===== config.mk =====
export PLATFORM = sky130hd
export DESIGN_NAME = jtag_dmi_master
export DESIGN_NICKNAME = d
export VERILOG_FILES = /design/src/rtl/jtag_dmi_master.sv
export SDC_FILE = /design/constraint.sdc
export NUM_CORES = 1
export LEC_CHECK = 0
export ABC_CLOCK_PERIOD_IN_PS = 3000
export CAP_MARGIN = 20
export CORE_AREA = 2 2 116 118
export CTS_CLUSTER_SIZE = 14
export DETAILED_ROUTE_END_ITERATION = 8
export DIE_AREA = 0 0 118 120
export PLACE_DENSITY = 0.76
export SYNTH_ARGS = -nofsm -noshare
export SYNTH_HDL_FRONTEND = slang
export SYNTH_SLANG_ARGS = --single-unit
export TNS_END_PERCENT = 20

===== constraint.sdc =====
create_clock -name sysclk_i -period 3 [get_ports sysclk_i]
set_input_delay 0.3 -clock sysclk_i [delete_from_list [all_inputs] [get_ports sysclk_i]]
set_output_delay 0.3 -clock sysclk_i [all_outputs]
set_load 0.02 [all_outputs]

===== src/rtl/jtag_dmi_master.sv =====
// jtag_dmi_master: JTAG host engine that turns DMI requests into TAP IR/DR scans
// and returns the captured status/data on a valid/ready response port.
`timescale 1ns/1ps
module jtag_dmi_master #(
    parameter int              ABITS       = 7,
    parameter int              IRLEN       = 5,
    parameter logic [IRLEN-1:0] IR_DMI     = IRLEN'('h11),
    parameter int              TCK_DIV     = 4,
    parameter int              IDLE_CYCLES = 2
) (
    input  logic             sysclk_i,
    input  logic             sys_reset_n_i,
    input  logic             req_valid_i,
    output logic             req_ready_o,
    input  logic [1:0]       req_op_i,
    input  logic [ABITS-1:0] req_addr_i,
    input  logic [31:0]      req_data_i,
    output logic             rsp_valid_o,
    input  logic             rsp_ready_i,
    output logic [1:0]       rsp_op_o,
    output logic [31:0]      rsp_data_o,
    output logic             tck_o,
    output logic             tms_o,
    output logic             tdi_o,
    output logic             trst_o,
    input  logic             tdo_i
);
    localparam int DRW = ABITS + 34;

    typedef enum logic [2:0] {TAP_RST, IR_SCAN, IDLE, DR_OP, RTI_WAIT, DR_RES, RESP} state_e;

    state_e         state_q, state_d;
    logic [7:0]     cnt_q, cnt_d, len;
    logic [15:0]    div_q;
    logic [DRW-1:0] dr_q;
    logic           tck_q, tms_q, tdi_q, trst_q, req_ready_q, rsp_valid_q, tdi_d, is_dr;
    logic [1:0]     rsp_op_q;
    logic [31:0]    rsp_data_q;

    // Each state is a fixed list of TCK bits; k is the bit index within the state.
    function automatic logic tms_f(state_e s, logic [7:0] k);
        if (s == TAP_RST) return k < 8'd5;
        if (s == IR_SCAN) return k < 8'd2 || k == 8'(IRLEN + 3) || k == 8'(IRLEN + 4);
        if (s == DR_OP || s == DR_RES) return k == 8'd0 || k == 8'(DRW + 2) || k == 8'(DRW + 3);
        return 1'b0;
    endfunction

    function automatic logic shift_f(state_e s, logic [7:0] k);
        if (s == IR_SCAN) return k >= 8'd4 && k < 8'(IRLEN + 4);
        if (s == DR_OP || s == DR_RES) return k >= 8'd3 && k < 8'(DRW + 3);
        return 1'b0;
    endfunction

    always_comb begin
        len     = state_q == TAP_RST ? 8'd6 : state_q == IR_SCAN ? 8'(IRLEN + 6) :
                  state_q == RTI_WAIT ? 8'(IDLE_CYCLES) : 8'(DRW + 5);
        cnt_d   = cnt_q == len - 8'd1 ? 8'd0 : cnt_q + 8'd1;
        state_d = cnt_q != len - 8'd1 ? state_q : state_q == TAP_RST ? IR_SCAN :
                  state_q == IR_SCAN ? IDLE : state_q == DR_OP && IDLE_CYCLES > 0 ? RTI_WAIT :
                  state_q == DR_RES ? RESP : DR_RES;
        tdi_d   = shift_f(state_d, cnt_d) && (state_d == IR_SCAN ?
                  |(IR_DMI & (IRLEN'(1) << (cnt_d - 8'd4))) : dr_q[0]);
        is_dr   = state_q == DR_OP || state_q == DR_RES;
    end

    always_ff @(posedge sysclk_i or negedge sys_reset_n_i) begin
        if (!sys_reset_n_i) begin
            state_q     <= TAP_RST;
            cnt_q       <= '0;
            div_q       <= '0;
            dr_q        <= '0;
            tck_q       <= 1'b0;
            tms_q       <= 1'b1;
            tdi_q       <= 1'b0;
            trst_q      <= 1'b1;
            req_ready_q <= 1'b0;
            rsp_valid_q <= 1'b0;
            rsp_op_q    <= '0;
            rsp_data_q  <= '0;
        end else if (state_q == IDLE) begin
            if (req_valid_i && req_ready_q) begin
                req_ready_q <= 1'b0;
                state_q     <= DR_OP;
                cnt_q       <= '0;
                div_q       <= '0;
                tms_q       <= 1'b1;
                dr_q        <= {req_addr_i, req_data_i, req_op_i == 2'd3 ? 2'd0 : req_op_i};
            end
        end else if (state_q == RESP) begin
            if (rsp_ready_i) begin
                rsp_valid_q <= 1'b0;
                req_ready_q <= 1'b1;
                state_q     <= IDLE;
            end
        end else if (div_q != 16'(TCK_DIV - 1)) begin
            div_q <= div_q + 16'd1;
        end else begin
            div_q <= '0;
            tck_q <= !tck_q;
            // dr_q doubles as tx and rx shift register: tdi leaves bit 0, tdo enters at the top
            if (!tck_q && is_dr && shift_f(state_q, cnt_q)) dr_q <= {tdo_i, dr_q[DRW-1:1]};
            if (tck_q) begin
                state_q <= state_d;
                cnt_q   <= cnt_d;
                tms_q   <= tms_f(state_d, cnt_d);
                tdi_q   <= tdi_d;
                trst_q  <= 1'b0;
                if (state_d == IDLE) req_ready_q <= 1'b1;
                if (state_d == DR_RES && state_q != DR_RES) dr_q <= '0;
                if (state_d == RESP) begin
                    rsp_valid_q <= 1'b1;
                    rsp_op_q    <= dr_q[1:0];
                    rsp_data_q  <= dr_q[33:2];
                end
            end
        end
    end

    assign req_ready_o = req_ready_q;
    assign rsp_valid_o = rsp_valid_q;
    assign rsp_op_o    = rsp_op_q;
    assign rsp_data_o  = rsp_data_q;
    assign tck_o       = tck_q;
    assign tms_o       = tms_q;
    assign tdi_o       = tdi_q;
    assign trst_o      = trst_q;
endmodule


==> metrics.txt, run 1 <==
Die ar.=0.0142 mm2; post-DP HPWL=9620 um; switching pwr=0.602 mW; number of routed nets with antenna violations=0; YS warnings=0; Synth-to-Final Area Change=24.9%; Mapped Area=0.00570 mm2; drt wl/cell=18.0 um; largest family of logic cells by synthesized area=compound AO/OA/AOI/OAI gates; DR DRC count=0; grt ovf=0; Sw Share=21.5%; Via density=5.82; max-slew violation count=0; initial antenna violation count=0; worst-skew pair later-pin latency=0.35 ns; top post-synthesis cells by area=dfrtp_1 (47%), mux2_4 (7.6%), o2bb2ai_1 (6.3%); drt first pass iters=5; CP cell instances=nor3b_4 > mux2i_2 > nor4_4 > nand3_2 > nand2_2 > inv_1 > ha_1 > nor4_1 > a211oi_1 > a2111oi_2 > nand3_1 > o211ai_1; area share of the largest cell type after synthesis=46.5%; core box area=0.0130 mm2; Worst slew margin=52.7%; Hold Path Class=in -> async; placed insts=768; post-synthesis cell count=524; Post-Synth XOR/XNOR Area=2.92%; Post-Syn Nets=579; global-route wire length before repair=24,000 um; Initial Util=43.9%; vias in the first global route=4,670; crit path launch type=register; I/O pin count=86; Routed WL=14,100 um; Synth Register Bits=108; Max Clk Rate=366 MHz; CTS tree=built; Clock Power Share=44.6%; Final Core Density=54.9%; TritonCTS Buffers=9; slack of the critical path=0.264 ns; worst slew pin tran=0.709 ns; root buffer cell=clkbuf_16; sequential fraction of the synthesis area=47.4%; Fin Clk Skew=0.00909 ns; # nets final=662; max cap viols=0; IO buf count=85; biggest cell delay along the critical path=0.44 ns; RePlAce Congestion=0.954; CP max-delay cell=dfrtp_2; multiplexer share of the synthesized area=8.87%; Clock H-tree levels=3; Post-Synth Adder-Cell Area=1.97%; DRT iter0 DRCs=300; fin cells=788; clk sink count=108; Crit Path Class=reg -> reg; antenna diode instance count=0; Unique masters post-synth=68; hold-fix buffers at CTS=0; most frequent cells in the layout=dfrtp_1 (104), clkdlybuf4s50_1 (84), o2bb2ai_1 (41); Min Clock Period, post-route=2.74 ns; Final Cycle Share=91.2%; Max VDD drop=0.000267 V; outcome=completed; Setup crit end kind=register; most common cell after layout, fill and taps aside=dfrtp_1; Post-DP Area=0.00677 mm2; Synth Area per Inst=10.9 um2; Die Y=120 um; Row Count=42; clock buffer depth=2; Required @ worst endpoint=3.27 ns; largest net degree at the start of global routing=57; Top FF cell, synth=dfrtp_1; Comb power frac=3.4%; Async SR Flop Fraction=100%; Post-synth EDFFs=0; PnR Total Power=2.79 mW; crit-path max FO=5; Setup WS pre-CTS=0.0665 ns; Post-Synth Simple-Gate Area=13.5%; die width=118 um; layout cells sized above 1=15.8%; P_leak=2.96 nW; sequential cell fraction of total power=52.1%; post-route cell area=0.00712 mm2; Vias=4,590; critical path data arrival time=3.00 ns; setup TNS=0 ns; Final Hold Viols=0; largest area contributor in the synthesized netlist=dfrtp_1; Synth Area in Compound Gates=20.6%; Hold WS=0.00265 ns; final setup fails=0; clock slew at reported path FFs=0.08 ns; CP top delay family=simple AND/OR/NAND/NOR gates; GRT Overall Usage=20.7%; Power Density=392 mW/mm2; Buf/Inv on CP=1; Pint=2.19 mW
worst reg2reg max path: cells and delay by family (launching register included):
| family | cells | cell delay, ns |
|---|---|---|
| AND/OR/NAND/NOR | 6 | 1.27 |
| flip-flops | 1 | 0.44 |
| adder cells (fa/ha/maj) | 1 | 0.23 |
| AO/OA/AOI/OAI | 3 | 0.52 |
| buffers and inverters | 1 | 0.07 |
| multiplexers | 1 | 0.14 |
flip-flops by register name (all words and copies together), names as in the netlist, 2 cells and up:
register    count
dr_q           41
rsp_op_o        2
div_q          16
state_q         3
cnt_q           8
rsp_data_o     32
timing repair:
action                     4_1_cts  5_1_grt
setup buffers                    0        4
resized for setup                0        6
setup endpoints to repair        0        2
cells in the mapped netlist (all sizes together), types with 3 or more instances:
cell       n
a32oi      3
nand3     15
mux2      34
a31oi      4
or3        3
nor2b      7
ha         9
xnor2     10
nor3      11
nand4      6
nor2      33
nand2b     5
dfrtp    106
o41ai      3
buf       19
o2bb2ai   41
clkbuf    21
inv       11
and2       5
and3       5
nor3b      4
nor4       5
a21oi     14
xor2       9
nand2     35
o21ai     27
o31ai      6
a22oi     40
power by group through the flow:
stage	Clock, mW	Combinational [mW]	Sequential (mW)
after floorplan	0	0.00148	1.48
after global placement	0	0.0953	1.48
after detailed placement	0	0.0964	1.48
after CTS	1.26	0.0970	1.45
after global routing	1.32	0.104	1.45
final	1.25	0.0942	1.45
path summary, 6_finish.rpt:
check | from | endpoint | slack (ns) | cells after the start
max in group asynchronous | sys_reset_n_i | dr_q[3] | 2.26 | 2
max reg2reg | state_q[2] | tdi_o | 0.26 | 12
min | sys_reset_n_i | div_q[12] | 0.003 | 1
min reg2reg | trst_o | trst_o | 0.50 | 1
min in group sysclk_i | trst_o | trst_o | 0.50 | 1
max | state_q[2] | tdi_o | 0.26 | 12
routing by layer:
layer | part of all wire, % | track usage (%)
met1 | 46 | 28.7
met2 | 47 | 33.2
met3 | 5.7 | 4.37
met4 | 1.3 | 5.12
met5 | 0 | 0
cell families after synthesis:
group                      Yosys count
AOI/OAI and AO/OA                  158
xor gates and xnor gates            19
adders and majority gates            9
buffers and inverters               51
DFF                                108
muxes                               35
and+or+nand+nor                    144
cell type report:
cell class | count | area (um2)
Tap cell | 176 | 220
Inverter | 11 | 41.3
Sequential cell | 108 | 2710
Clock buffer | 11 | 243
Timing Repair Buffer | 112 | 1090
Clock inverter | 5 | 66.3
Fill cell | 1122 | 5860
Multi-Input combinational cell | 365 | 2750
No activity file was read; power rests on OpenSTA's default activity.
==> inputs of run 2 (changes only) <==
--- a/config.mk
+++ b/config.mk
@@ -7,10 +7,10 @@
 export LEC_CHECK = 0
 export ABC_CLOCK_PERIOD_IN_PS = 3000
 export CAP_MARGIN = 20
-export CORE_AREA = 2 2 116 118
+export CORE_AREA = 2 2 99 139
 export CTS_CLUSTER_SIZE = 14
 export DETAILED_ROUTE_END_ITERATION = 8
-export DIE_AREA = 0 0 118 120
+export DIE_AREA = 0 0 101 141
 export PLACE_DENSITY = 0.76
 export SYNTH_ARGS = -nofsm -noshare
 export SYNTH_HDL_FRONTEND = slang
==> run 2 against run 1 <==
Compared with the run above: the run now ends with hold timing left; clock-buffer cell count unchanged; highest routed layer unchanged; maximum frequency decreased by 1.0%; critical path type unchanged; combinational power increased by 3.5%; non-clock buffer count increased by 9; setup slack got worse by 0.029 ns; largest power group unchanged; largest cell class unchanged; global-route usage increased by 1.1 points; via count decreased by 1.5%; register-to-register slack got worse by 0.03 ns.
==> metrics.txt, run 2 (synthesis results as in run 1) <==
Required @ worst endpoint=3.26 ns; Die Y=141 um; failing checks=hold timing; RePlAce Congestion=0.924; IO buf count=85; critical path data arrival time=3.03 ns; P_leak=2.98 nW; final setup fails=0; I/O pin count=86; r2r endpoint=tdi_o; DRT iter0 DRCs=329; crit-path max FO=6; core box area=0.0131 mm2; root buffer cell=clkbuf_16; CTS tree=built; drt wl/cell=19.5 um; Clock H-tree levels=3; post-DP HPWL=10,600 um; worst-skew pair later-pin latency=0.34 ns; Hold Path Class=in -> async; GRT Overall Usage=21.8%; number of routed nets with antenna violations=0; Die ar.=0.0142 mm2; clock buffer depth=2; most common cell after layout, fill and taps aside=dfrtp_1; most frequent cells in the layout=dfrtp_1 (103), clkdlybuf4s50_1 (84), o2bb2ai_1 (41); setup TNS=0 ns; Largest register FFs=41; Fin Clk Skew=0.00802 ns; PnR Total Power=2.63 mW; crit path launch type=register; Initial Util=43.4%; max-slew violation count=0; die width=101 um; Vias=4,523; TritonCTS Buffers=9; layout cells sized above 1=17.1%; Crit Path Class=reg -> reg; Setup crit end kind=register; largest net degree at the start of global routing=60; drt first pass iters=4; grt ovf=0; Via density=5.83; Max VDD drop=0.000299 V; RSZ-0062 raised after global routing=no; Worst slew margin=56.5%; Final Hold Viols=17; worst slew pin tran=0.652 ns; Hold WS=-0.0160 ns; Final Cycle Share=92.2%; max cap viols=0; DR DRC count=0; initial antenna violation count=0; # nets final=671; antenna diode instance count=0; Worst Reg2Reg Path Length in Cells=12; Routed WL=15,100 um; vias in the first global route=4,662; global-route wire length before repair=24,400 um; Max Clk Rate=362 MHz; Critical R2R Launch=state_q[2]; Synth-to-Final Area Change=25.0%; Power Density=370 mW/mm2; Min Clock Period, post-route=2.76 ns; Biggest register=dr_q; Row Count=50; hold-fix buffers at CTS=0; R2R Setup Slk=0.24 ns; outcome=finished, violations left; clk sink count=108; clock slew at reported path FFs=0.07 ns
run 2: cell types whose count changed in the layout (fill, tap and decap cells not counted), moves of 2 or more:
cell      delta
clkinv_4     +2
buf_4        +9
clkinv_2     +2
inv_6        -2
run 2: area by class of cell:
| class | instances | area, um2 |
|---|---|---|
| clock buffer | 11 | 233 |
| clock inverter | 4 | 27.5 |
| fill | 1172 | 6010 |
| inverter | 11 | 41.3 |
| multi-input combinational | 365 | 2760 |
| sequential | 108 | 2710 |
| tap | 156 | 195 |
| timing repair buffer | 121 | 1160 |
run 2: worst max-delay path by stage:
stage | start | endpoint | slack [ns]
6_report | state_q[2] | tdi_o | 0.24
2_1_floorplan | state_q[2] | tdi_o | 0.21
3_3_place_gp | state_q[2] | tdi_o | 0.19
3_5_place_dp | state_q[2] | tdi_o | 0.11
4_1_cts | state_q[2] | tdi_o | 0.07
5_1_grt | state_q[2] | tdi_o | 0.03
run 2: critical path: stages (launching register included):
cell	delay (ns)
dfrtp_2	0.45
nor3b_4	0.26
mux2i_2	0.14
nor4_4	0.36
nand3_2	0.18
nand2_2	0.12
inv_1	0.06
ha_1	0.23
nor4_2	0.25
a211oi_1	0.08
a2111oi_2	0.31
nand3_1	0.12
o211ai_1	0.10
run 2: timing repair:
item	in CTS	in global routing
resized for setup	0	9
endpoints found under the setup margin	0	2
buffers inserted	0	7
run 2: layer usage:
| metal | wire length (um) | global-route usage, % | vias up |
|---|---|---|---|
| li1 | - | - | 2125 |
| met1 | 6490 | 28.0 | 2269 |
| met2 | 7630 | 36.7 | 105 |
| met3 | 525 | 3.42 | 24 |
| met4 | 456 | 8.46 | 0 |
| met5 | 0 | 0 | - |
run 2: power breakdown:
part / leakage [nW] / switching (mW) / internal (mW) / total, mW
Clock: 0.129 / 0.522 / 0.560 / 1.08
Combinational: 1.43 / 0.0431 / 0.0544 / 0.0975
Sequential: 1.42 / 0 / 1.46 / 1.46
Total: 2.98 / 0.565 / 2.07 / 2.63
run 2: metrics by stage:
stage	utilization [%]	std cells	hold slack, ns	instance area, um2	worst slack, ns
floorplan	-	524	0.00441	5700	0.211
detailed placement	51.7	754	0.371	6790	0.113
global route	54.2	776	0.0302	7130	0.0265
global placement	51.7	754	0.362	6790	0.192
CTS	53.7	769	0.00460	7050	0.0685
finish	54.2	776	-0.0160	7130	0.235
